### src/rtl/spike_rate_monitor.sv
// Spike rate / inter-spike interval monitor for the QIF neuron spike line.
// Counts rising edges per fixed window and measures cycles between edges.
module spike_rate_monitor #(
  parameter int unsigned WINDOW = 10_000_000,
  parameter int unsigned CNT_W  = 8,
  parameter int unsigned ISI_W  = 16
) (
  input  logic             clk,
  input  logic             rst,
  input  logic             en,
  input  logic             spike_in,
  output logic [CNT_W-1:0] rate_out,
  output logic             rate_valid,
  output logic             rate_sat,
  output logic [ISI_W-1:0] isi_out,
  output logic             isi_valid,
  output logic             busy
);

  localparam int unsigned WIN_W = (WINDOW > 1) ? $clog2(WINDOW) : 1;
  localparam logic [WIN_W-1:0] WIN_LAST = WIN_W'(WINDOW - 1);
  localparam logic [CNT_W-1:0] CNT_MAX  = {CNT_W{1'b1}};
  localparam logic [ISI_W-1:0] ISI_MAX  = {ISI_W{1'b1}};

  typedef enum logic [1:0] {
    S_IDLE  = 2'd0,
    S_FIRST = 2'd1,
    S_RUN   = 2'd2
  } state_e;

  state_e           state_q, state_d;
  logic             s_q, s_d;
  logic [WIN_W-1:0] win_cnt_q, win_cnt_d;
  logic [CNT_W-1:0] spk_cnt_q, spk_cnt_d;
  logic             spk_ovf_q, spk_ovf_d;
  logic [ISI_W-1:0] isi_cnt_q, isi_cnt_d;
  logic [CNT_W-1:0] rate_out_q, rate_out_d;
  logic             rate_sat_q, rate_sat_d;
  logic             rate_valid_q, rate_valid_d;
  logic [ISI_W-1:0] isi_out_q, isi_out_d;
  logic             isi_valid_q, isi_valid_d;
  logic             busy_q, busy_d;
  logic             rise_c;

  assign rise_c = spike_in & ~s_q;

  // Next-state, counters and result capture
  always_comb begin
    logic             spk_full;
    logic             ovf_now;
    logic [CNT_W-1:0] spk_inc;

    state_d      = state_q;
    s_d          = spike_in;
    win_cnt_d    = win_cnt_q;
    spk_cnt_d    = spk_cnt_q;
    spk_ovf_d    = spk_ovf_q;
    isi_cnt_d    = isi_cnt_q;
    rate_out_d   = rate_out_q;
    rate_sat_d   = rate_sat_q;
    rate_valid_d = 1'b0;
    isi_out_d    = isi_out_q;
    isi_valid_d  = 1'b0;

    spk_full = (spk_cnt_q == CNT_MAX);
    ovf_now  = spk_ovf_q | (spk_full & rise_c);
    spk_inc  = spk_full ? CNT_MAX : spk_cnt_q + CNT_W'(rise_c);

    if (!en) begin
      state_d   = S_IDLE;
      win_cnt_d = '0;
      spk_cnt_d = '0;
      spk_ovf_d = 1'b0;
      isi_cnt_d = '0;
    end else begin
      case (state_q)
        S_IDLE: begin
          state_d   = S_FIRST;
          win_cnt_d = '0;
          spk_cnt_d = '0;
          spk_ovf_d = 1'b0;
          isi_cnt_d = '0;
        end
        S_FIRST, S_RUN: begin
          // Interval measurement; the first edge after enable only arms it
          if (rise_c) begin
            if (state_q == S_RUN) begin
              isi_out_d   = (isi_cnt_q == ISI_MAX) ? ISI_MAX : isi_cnt_q + ISI_W'(1);
              isi_valid_d = 1'b1;
            end
            isi_cnt_d = '0;
            state_d   = S_RUN;
          end else if ((state_q == S_RUN) && (isi_cnt_q != ISI_MAX)) begin
            isi_cnt_d = isi_cnt_q + ISI_W'(1);
          end
          // Window: an edge on the last cycle belongs to the closing window
          if (win_cnt_q == WIN_LAST) begin
            rate_out_d   = spk_inc;
            rate_sat_d   = ovf_now;
            rate_valid_d = 1'b1;
            spk_cnt_d    = '0;
            spk_ovf_d    = 1'b0;
            win_cnt_d    = '0;
          end else begin
            spk_cnt_d = spk_inc;
            spk_ovf_d = ovf_now;
            win_cnt_d = win_cnt_q + WIN_W'(1);
          end
        end
        default: state_d = S_IDLE;
      endcase
    end

    busy_d = (state_d != S_IDLE);
  end

  // State and result registers with synchronous reset
  always_ff @(posedge clk) begin
    if (rst) begin
      state_q      <= S_IDLE;
      s_q          <= 1'b0;
      win_cnt_q    <= '0;
      spk_cnt_q    <= '0;
      spk_ovf_q    <= 1'b0;
      isi_cnt_q    <= '0;
      rate_out_q   <= '0;
      rate_sat_q   <= 1'b0;
      rate_valid_q <= 1'b0;
      isi_out_q    <= '0;
      isi_valid_q  <= 1'b0;
      busy_q       <= 1'b0;
    end else begin
      state_q      <= state_d;
      s_q          <= s_d;
      win_cnt_q    <= win_cnt_d;
      spk_cnt_q    <= spk_cnt_d;
      spk_ovf_q    <= spk_ovf_d;
      isi_cnt_q    <= isi_cnt_d;
      rate_out_q   <= rate_out_d;
      rate_sat_q   <= rate_sat_d;
      rate_valid_q <= rate_valid_d;
      isi_out_q    <= isi_out_d;
      isi_valid_q  <= isi_valid_d;
      busy_q       <= busy_d;
    end
  end

  assign rate_out   = rate_out_q;
  assign rate_sat   = rate_sat_q;
  assign rate_valid = rate_valid_q;
  assign isi_out    = isi_out_q;
  assign isi_valid  = isi_valid_q;
  assign busy       = busy_q;

endmodule
### config.mk
export PLATFORM = sky130hd
export DESIGN_NAME = spike_rate_monitor
export DESIGN_NICKNAME = d
export VERILOG_FILES = /design/src/rtl/spike_rate_monitor.sv
export SDC_FILE = /design/constraint.sdc
export NUM_CORES = 1
export LEC_CHECK = 0
export CORE_ASPECT_RATIO = 1.2
export CORE_MARGIN = 5
export CORE_UTILIZATION = 32
export CTS_CLUSTER_DIAMETER = 30
export DETAILED_ROUTE_END_ITERATION = 10
export DONT_BUFFER_PORTS = 1
export GPL_TIMING_DRIVEN = 0
export PLACE_DENSITY_LB_ADDON = 0.05
export SLEW_MARGIN = 25
export SYNTH_ARGS = -nofsm -noshare
export SYNTH_HDL_FRONTEND = slang
export SYNTH_SLANG_ARGS = --single-unit
### constraint.sdc
create_clock -name clk -period 4.1 [get_ports clk]
set_clock_uncertainty 0.1 [all_clocks]
set_input_delay 0.41 -clock clk [delete_from_list [all_inputs] [get_ports clk]]
set_output_delay 0.41 -clock clk [all_outputs]
set_load 0.02 [all_outputs]
==> results of run 1 <==
==> registers in the layout (all words and copies together), names as in the netlist <==
signal,count
state_q,2
isi_cnt_q,16
isi_out,16
rate_out,8
busy,1
rate_valid,1
s_q,1
spk_cnt_q,8
isi_valid,1
win_cnt_q,24
rate_sat,1
spk_ovf_q,1
==> per-stage QoR <==
stage	total power, mW	hold slack (ns)	cells	util, %	area, um^2
final	1.74	0.104	630	37.1	4510
after global routing	1.79	0.121	630	37.1	4510
after CTS	1.76	0.0982	630	37.1	4510
after detailed placement	0.851	0.361	616	34.4	4180
after global placement	0.850	0.355	616	34.4	4180
after floorplan	0.835	0.338	455	-	3980
==> kinds of logic (layout without fill, tap and decap cells) <==
logic type               Yosys count  after routing  synth area share (%)
multiplexers                       8              8                  2.04
AO/OA/AOI/OAI                     92             92                  17.0
AND/OR/NAND/NOR                  203            203                  27.5
XOR/XNOR                          29             29                  6.38
adder cells (fa/ha/maj)            8              8                  2.51
buffers and inverters             35             49                  4.37
flip-flops                        80             80                  40.2
==> worst max-delay path, stage by stage (launching register included) <==
cell and delay [ns]:
sky130_fd_sc_hd__dfxtp_1 0.30, sky130_fd_sc_hd__nand2b_1 0.23, sky130_fd_sc_hd__clkinv_1 0.33, sky130_fd_sc_hd__ha_1 0.34, sky130_fd_sc_hd__ha_1 0.26, sky130_fd_sc_hd__nand3_1 0.16
sky130_fd_sc_hd__xor2_1 0.21, sky130_fd_sc_hd__nand2_1 0.10, sky130_fd_sc_hd__mux2i_1 0.16, sky130_fd_sc_hd__nor2_1 0.05
==> area by class of cell <==
cell class                      instances  area share, %
Buffer                                 20           2.61
Clock buffer                           10           5.08
Clock inverter                          4           2.11
Inverter                               15           1.25
Multi-Input combinational cell        340           49.0
Sequential cell                        80           35.5
Tap cell                              161           4.47
==> layer usage <==
| layer | wire length, um | vias to the layer above |
|---|---|---|
| li1 | - | 1667 |
| met1 | 4760 | 1540 |
| met2 | 4830 | 50 |
| met3 | 399 | 13 |
| met4 | 190 | 0 |
| met5 | 0 | - |
==> final timing paths <==
check	startpoint	to	slack [ns]	cells after the start
setup / recovery	s_q$_SDFF_PP0_	rate_out[4]$_SDFFE_PP0P_	1.73	9
setup reg to reg	s_q$_SDFF_PP0_	rate_out[4]$_SDFFE_PP0P_	1.73	9
hold / removal	spike_in	s_q$_SDFF_PP0_	0.10	1
hold reg to reg	spk_ovf_q$_SDFFE_PP0N_	spk_ovf_q$_SDFFE_PP0N_	0.37	2
==> placed cells by master (no fill, tap or decap), drive strengths merged, types with 4 or more instances in the layout <==
master	count
nand4	11
nor2b	9
a31oi	11
buf	10
nand2	40
and3	10
a211oi	17
dfxtp	80
clkbuf	20
o32ai	5
and4	5
or3	5
xor2	12
o21a	6
o2bb2ai	5
nor2	50
mux2i	7
a21oi	20
nor4	8
and2	4
nand2b	4
ha	8
nand3	30
xnor2	17
o21ai	15
nor3	15
inv	13
==> power by group <==
group	total, mW	internal (mW)	switching [mW]
Clock	0.905	0.588	0.317
Sequential	0.784	0.780	0.00352
Combinational	0.0489	0.0128	0.0361
==> synth_stat cells (11+ instances only) <==
master                     instances  area, um^2
sky130_fd_sc_hd__nor2_1           49         184
sky130_fd_sc_hd__a21oi_1          20         100
sky130_fd_sc_hd__nor3_1           13        65.1
sky130_fd_sc_hd__inv_1            13        48.8
sky130_fd_sc_hd__xnor2_1          17         149
sky130_fd_sc_hd__a211oi_1         16         120
sky130_fd_sc_hd__dfxtp_1          80        1600
sky130_fd_sc_hd__o21ai_0          12        60.1
sky130_fd_sc_hd__a31oi_1          11        68.8
sky130_fd_sc_hd__nand3_1          29         145
sky130_fd_sc_hd__nand2_1          40         150
sky130_fd_sc_hd__xor2_1           12         105
==> results.yml, run 1 <==
cts:
  clock_tree_from_tritoncts: "yes"
  clkLatencyLatePin_ns: 0.34
  post_cts_hold_buffer_count: 0
  clock_sinks: 80
  htree_num_levels: 3
  cts-root-buf: "sky130_fd_sc_hd__clkbuf_16"
  worst_setup_hold_path_clk_slew_ns: 0.06
  tritoncts_buffers: 9
  cts_setup_buffers: 0
  cts_max_path_buffers: 2
  post_cts_resized: 0
global_route:
  globalRouteTotalUtil_pct: 14.1
  use_met3_pct: 2.66
  grt_first_pass_wirelength_um: 16900
  pin_count_of_the_biggest_net_entering_global_routing: 13
  antenna_found_initial: 0
  grt_use_met1_pct: 18.3
  use_met2_pct: 22.9
  first_global_vias: 3127
  global_route.peak_usage_layer: "met2"
  grt_remaining_overflow: 0
die:
  initial_utilization_pct: 32.7
  die_area_um2: 14800
  die_height_um: 132
  io_pins: 32
  row_count: 44
  placeableCoreArea_um2: 12200
  dieWidth_um: 112
timing:
  unrepaired_setup_endpoints_after_global_routing: "false"
  tns_ns: 0
  setup_viol: 0
  tightestPinTransition_ns: 0.677
  final.period_utilization_pct: 57.8
  post-route-min-period_ns: 2.37
  setup_slack_ns: 1.73
  relSlewSlack_pct: 54.9
  fmax_mhz: 422
  hold_violations: 0
  timing_max_transition_violations_final: 0
layout:
  number_of_inserted_filler_cells_in_the_final_layout: 1264
  seqCellArea_um2: 1600
  multi_input_comb_area_um2: 2210
  layout-area-overhead-vs-synth_pct: 13.2
  diodes: 0
  layout-drive-gt1-share_pct: 9.81
  nNetsFinal: 478
place:
  io_buffers: 0
  gpl.final_weighted_congestion: 0.794
  placement.setup.worst_slack_ns: 1.64
  dp.final_hpwl_um: 7440
synthesis:
  synth_cell_types: 62
  yosys_warnings: 0
  synth_ff_type: "sky130_fd_sc_hd__dfxtp_1"
  synthesis.area_um2: 3980
  post_synth_inst_count: 455
  yosysSeqAreaShare_pct: 40.2
  syn_area_per_cell_um2: 8.75
  synth.net_count: 467
  async_flop_share_pct: 0
  postSynthRegisterBits: 80
  synth_enable_flop_cells: 0
route:
  post_drt_via_cell_ratio: 5.19
  drc: 0
  drt-wirelength-per-cell_um: 16.2
  ant_nets: 0
  initialDrtViolationCount: 104
  total_number_of_vias: 3270
  postRouteWirelength_um: 10200
  firstDrtPassIters: 4
power:
  maximum_vdd_drop_mv: 0.186
  power_density_nw_per_um2: 385
  power.leakage_nw: 1.44
setup_path:
  criticalPathCategory: "reg -> reg"
  timing.critical_path.to_type: "register"
  data_arrival_time_of_the_critical_path_ns: 2.49
  critPathLaunchType: "register"
  timing.critical_path.fanout_max: 10
  timing.critical_path.required_ns: 4.22
run_status:
  status: "completed"
flow_run:
  max-cap-violations: 0
hold_path:
  kind_of_path_behind_the_tightest_hold_check: "in -> reg"
(Power assumes the default switching activity.)
==> inputs of run 2 (changes only) <==
==> constraint.sdc (replaced) <==
create_clock -name clk -period 2.1 [get_ports clk]
set_clock_uncertainty 0.1 [all_clocks]
set_input_delay 0.21 -clock clk [delete_from_list [all_inputs] [get_ports clk]]
set_output_delay 0.21 -clock clk [all_outputs]
set_load 0.02 [all_outputs]
==> results.yml, run 2 (synthesis results as in run 1) <==
timing:
  final.period_utilization_pct: 95.0
  setup_slack_ns: 0.105
  fmax_mhz: 501
  unrepaired_setup_endpoints_after_global_routing: "false"
  holdWs_ns: 0.0144
  relSlewSlack_pct: 53.4
  setup_viol: 0
  timing_max_transition_violations_final: 0
  tightestPinTransition_ns: 0.700
  hold_violations: 0
  post-route-min-period_ns: 2.00
setup_path:
  timing.critical_path.to_type: "register"
  timing.critical_path.fanout_max: 7
  criticalPathCategory: "reg -> reg"
  crit_path_cell_trace: "inv_1 > ha_2 > nand2_2 > o21bai_4 > or4_1 > a31oi_1"
  data_arrival_time_of_the_critical_path_ns: 2.15
  timing.critical_path.required_ns: 2.26
  timing.critical_path.slowest_stage_cell: "sky130_fd_sc_hd__or4_1"
  crit_path_max_incr_delay_ns: 0.50
  critPathLaunchType: "register"
die:
  placeableCoreArea_um2: 12200
  dieWidth_um: 112
  initial_utilization_pct: 32.7
  die_area_um2: 14800
  die_height_um: 132
  io_pins: 32
  row_count: 44
route:
  postRouteWirelength_um: 10400
  ant_nets: 0
  initialDrtViolationCount: 140
  total_number_of_vias: 3323
  drc: 0
  post_drt_via_cell_ratio: 5.22
  drt-wirelength-per-cell_um: 16.3
  firstDrtPassIters: 4
global_route:
  globalRouteTotalUtil_pct: 14.1
  grt_remaining_overflow: 0
  pin_count_of_the_biggest_net_entering_global_routing: 13
  first_global_vias: 3179
  grt_first_pass_wirelength_um: 17000
  antenna_found_initial: 0
hold_path:
  kind_of_path_behind_the_tightest_hold_check: "in -> reg"
cts:
  cts-root-buf: "sky130_fd_sc_hd__clkbuf_16"
  cts_max_path_buffers: 2
  worst_setup_hold_path_clk_slew_ns: 0.06
  clock_sinks: 80
  clock_tree_from_tritoncts: "yes"
  clkLatencyLatePin_ns: 0.34
  htree_num_levels: 3
  tritoncts_buffers: 9
run_status:
  status: "completed"
layout:
  max_ffs_per_register: 24
  diodes: 0
  nNetsFinal: 485
  most-common-layout-cells: "sky130_fd_sc_hd__dfxtp_1 (76), sky130_fd_sc_hd__nor2_1 (49), sky130_fd_sc_hd__nand2_1 (38)"
  layout-drive-gt1-share_pct: 16.8
  max_flop_register: "win_cnt_q"
  stdcell_area_um2: 4720
  leading_cell_type_in_the_layout_fill_and_taps_excluded: "sky130_fd_sc_hd__dfxtp_1"
  layout-area-overhead-vs-synth_pct: 18.4
flow_run:
  max-cap-violations: 0
place:
  dp.final_hpwl_um: 7440
  dpl-instance-area_um2: 4180
  gpl.final_weighted_congestion: 0.794
  io_buffers: 0
  placement.setup.worst_slack_ns: -0.279
power:
  power.leakage_nw: 1.49
  maximum_vdd_drop_mv: 0.353
  power_density_nw_per_um2: 722
## run 2: worst max-delay path, delay by kind of cell (launching register included)
family                     cells  cell delay (ns)
adders and majority gates      1             0.38
and+or+nand+nor                2             0.60
AOI/OAI and AO/OA              2             0.39
DFF                            1             0.35
buffers and inverters          1             0.10
## run 2: final timing paths
kind         cells past startpoint  slack [ns]                         to              startpoint
max reg2reg                      6        0.10  isi_cnt_q[7]$_SDFFE_PP0P_   state_q[0]$_SDFF_PP0_
min                              2        0.01      rate_valid$_SDFF_PP0_                      en
min reg2reg                      2        0.37     spk_ovf_q$_SDFFE_PP0N_  spk_ovf_q$_SDFFE_PP0N_
max                              6        0.10  isi_cnt_q[7]$_SDFFE_PP0P_   state_q[0]$_SDFF_PP0_
## run 2: where the power goes
part | total (mW) | leakage, nW | switching, mW | internal, mW
registers | 1.53 | 0.647 | 0.00740 | 1.52
clock network | 1.77 | 0.158 | 0.620 | 1.15
logic | 0.108 | 0.685 | 0.0755 | 0.0329
total | 3.41 | 1.49 | 0.703 | 2.70
## run 2: what timing repair did
action	in CTS	in global routing
setup buffers	6	0
resized for setup	17	26
setup endpoints to repair	64	57
endpoints found under the hold margin	1	0
pin swaps	3	2
hold buffers	1	0
## run 2: through the flow
step	instances	setup TNS, ns	utilization (%)	total power, mW
floorplan	455	0	-	1.63
global placement	616	-5.37	34.4	1.66
detailed placement	616	-6.03	34.4	1.66
CTS	637	0	38.0	3.45
global route	637	0	38.8	3.52
finish	637	0	38.8	3.41
## run 2: final cells by class
| type | instances | area [um^2] |
|---|---|---|
| fillers | 1257 | 7450 |
| multi-input cells | 340 | 2340 |
| flip-flops and latches | 80 | 1610 |
| repair buffers | 7 | 55.1 |
| plain buffers | 20 | 128 |
| clock inverters | 4 | 95.1 |
| clock buffers | 10 | 229 |
| inverters | 15 | 61.3 |
| well taps | 161 | 201 |
## run 2: per-layer routing
metal | part of all wire [%] | GRT usage [%] | up-vias
li1 | - | - | 1682
met2 | 47 | 23.0 | 57
met1 | 47 | 18.3 | 1567
met5 | 0 | 0 | -
met4 | 2.0 | 5.88 | 0
met3 | 3.5 | 2.71 | 17
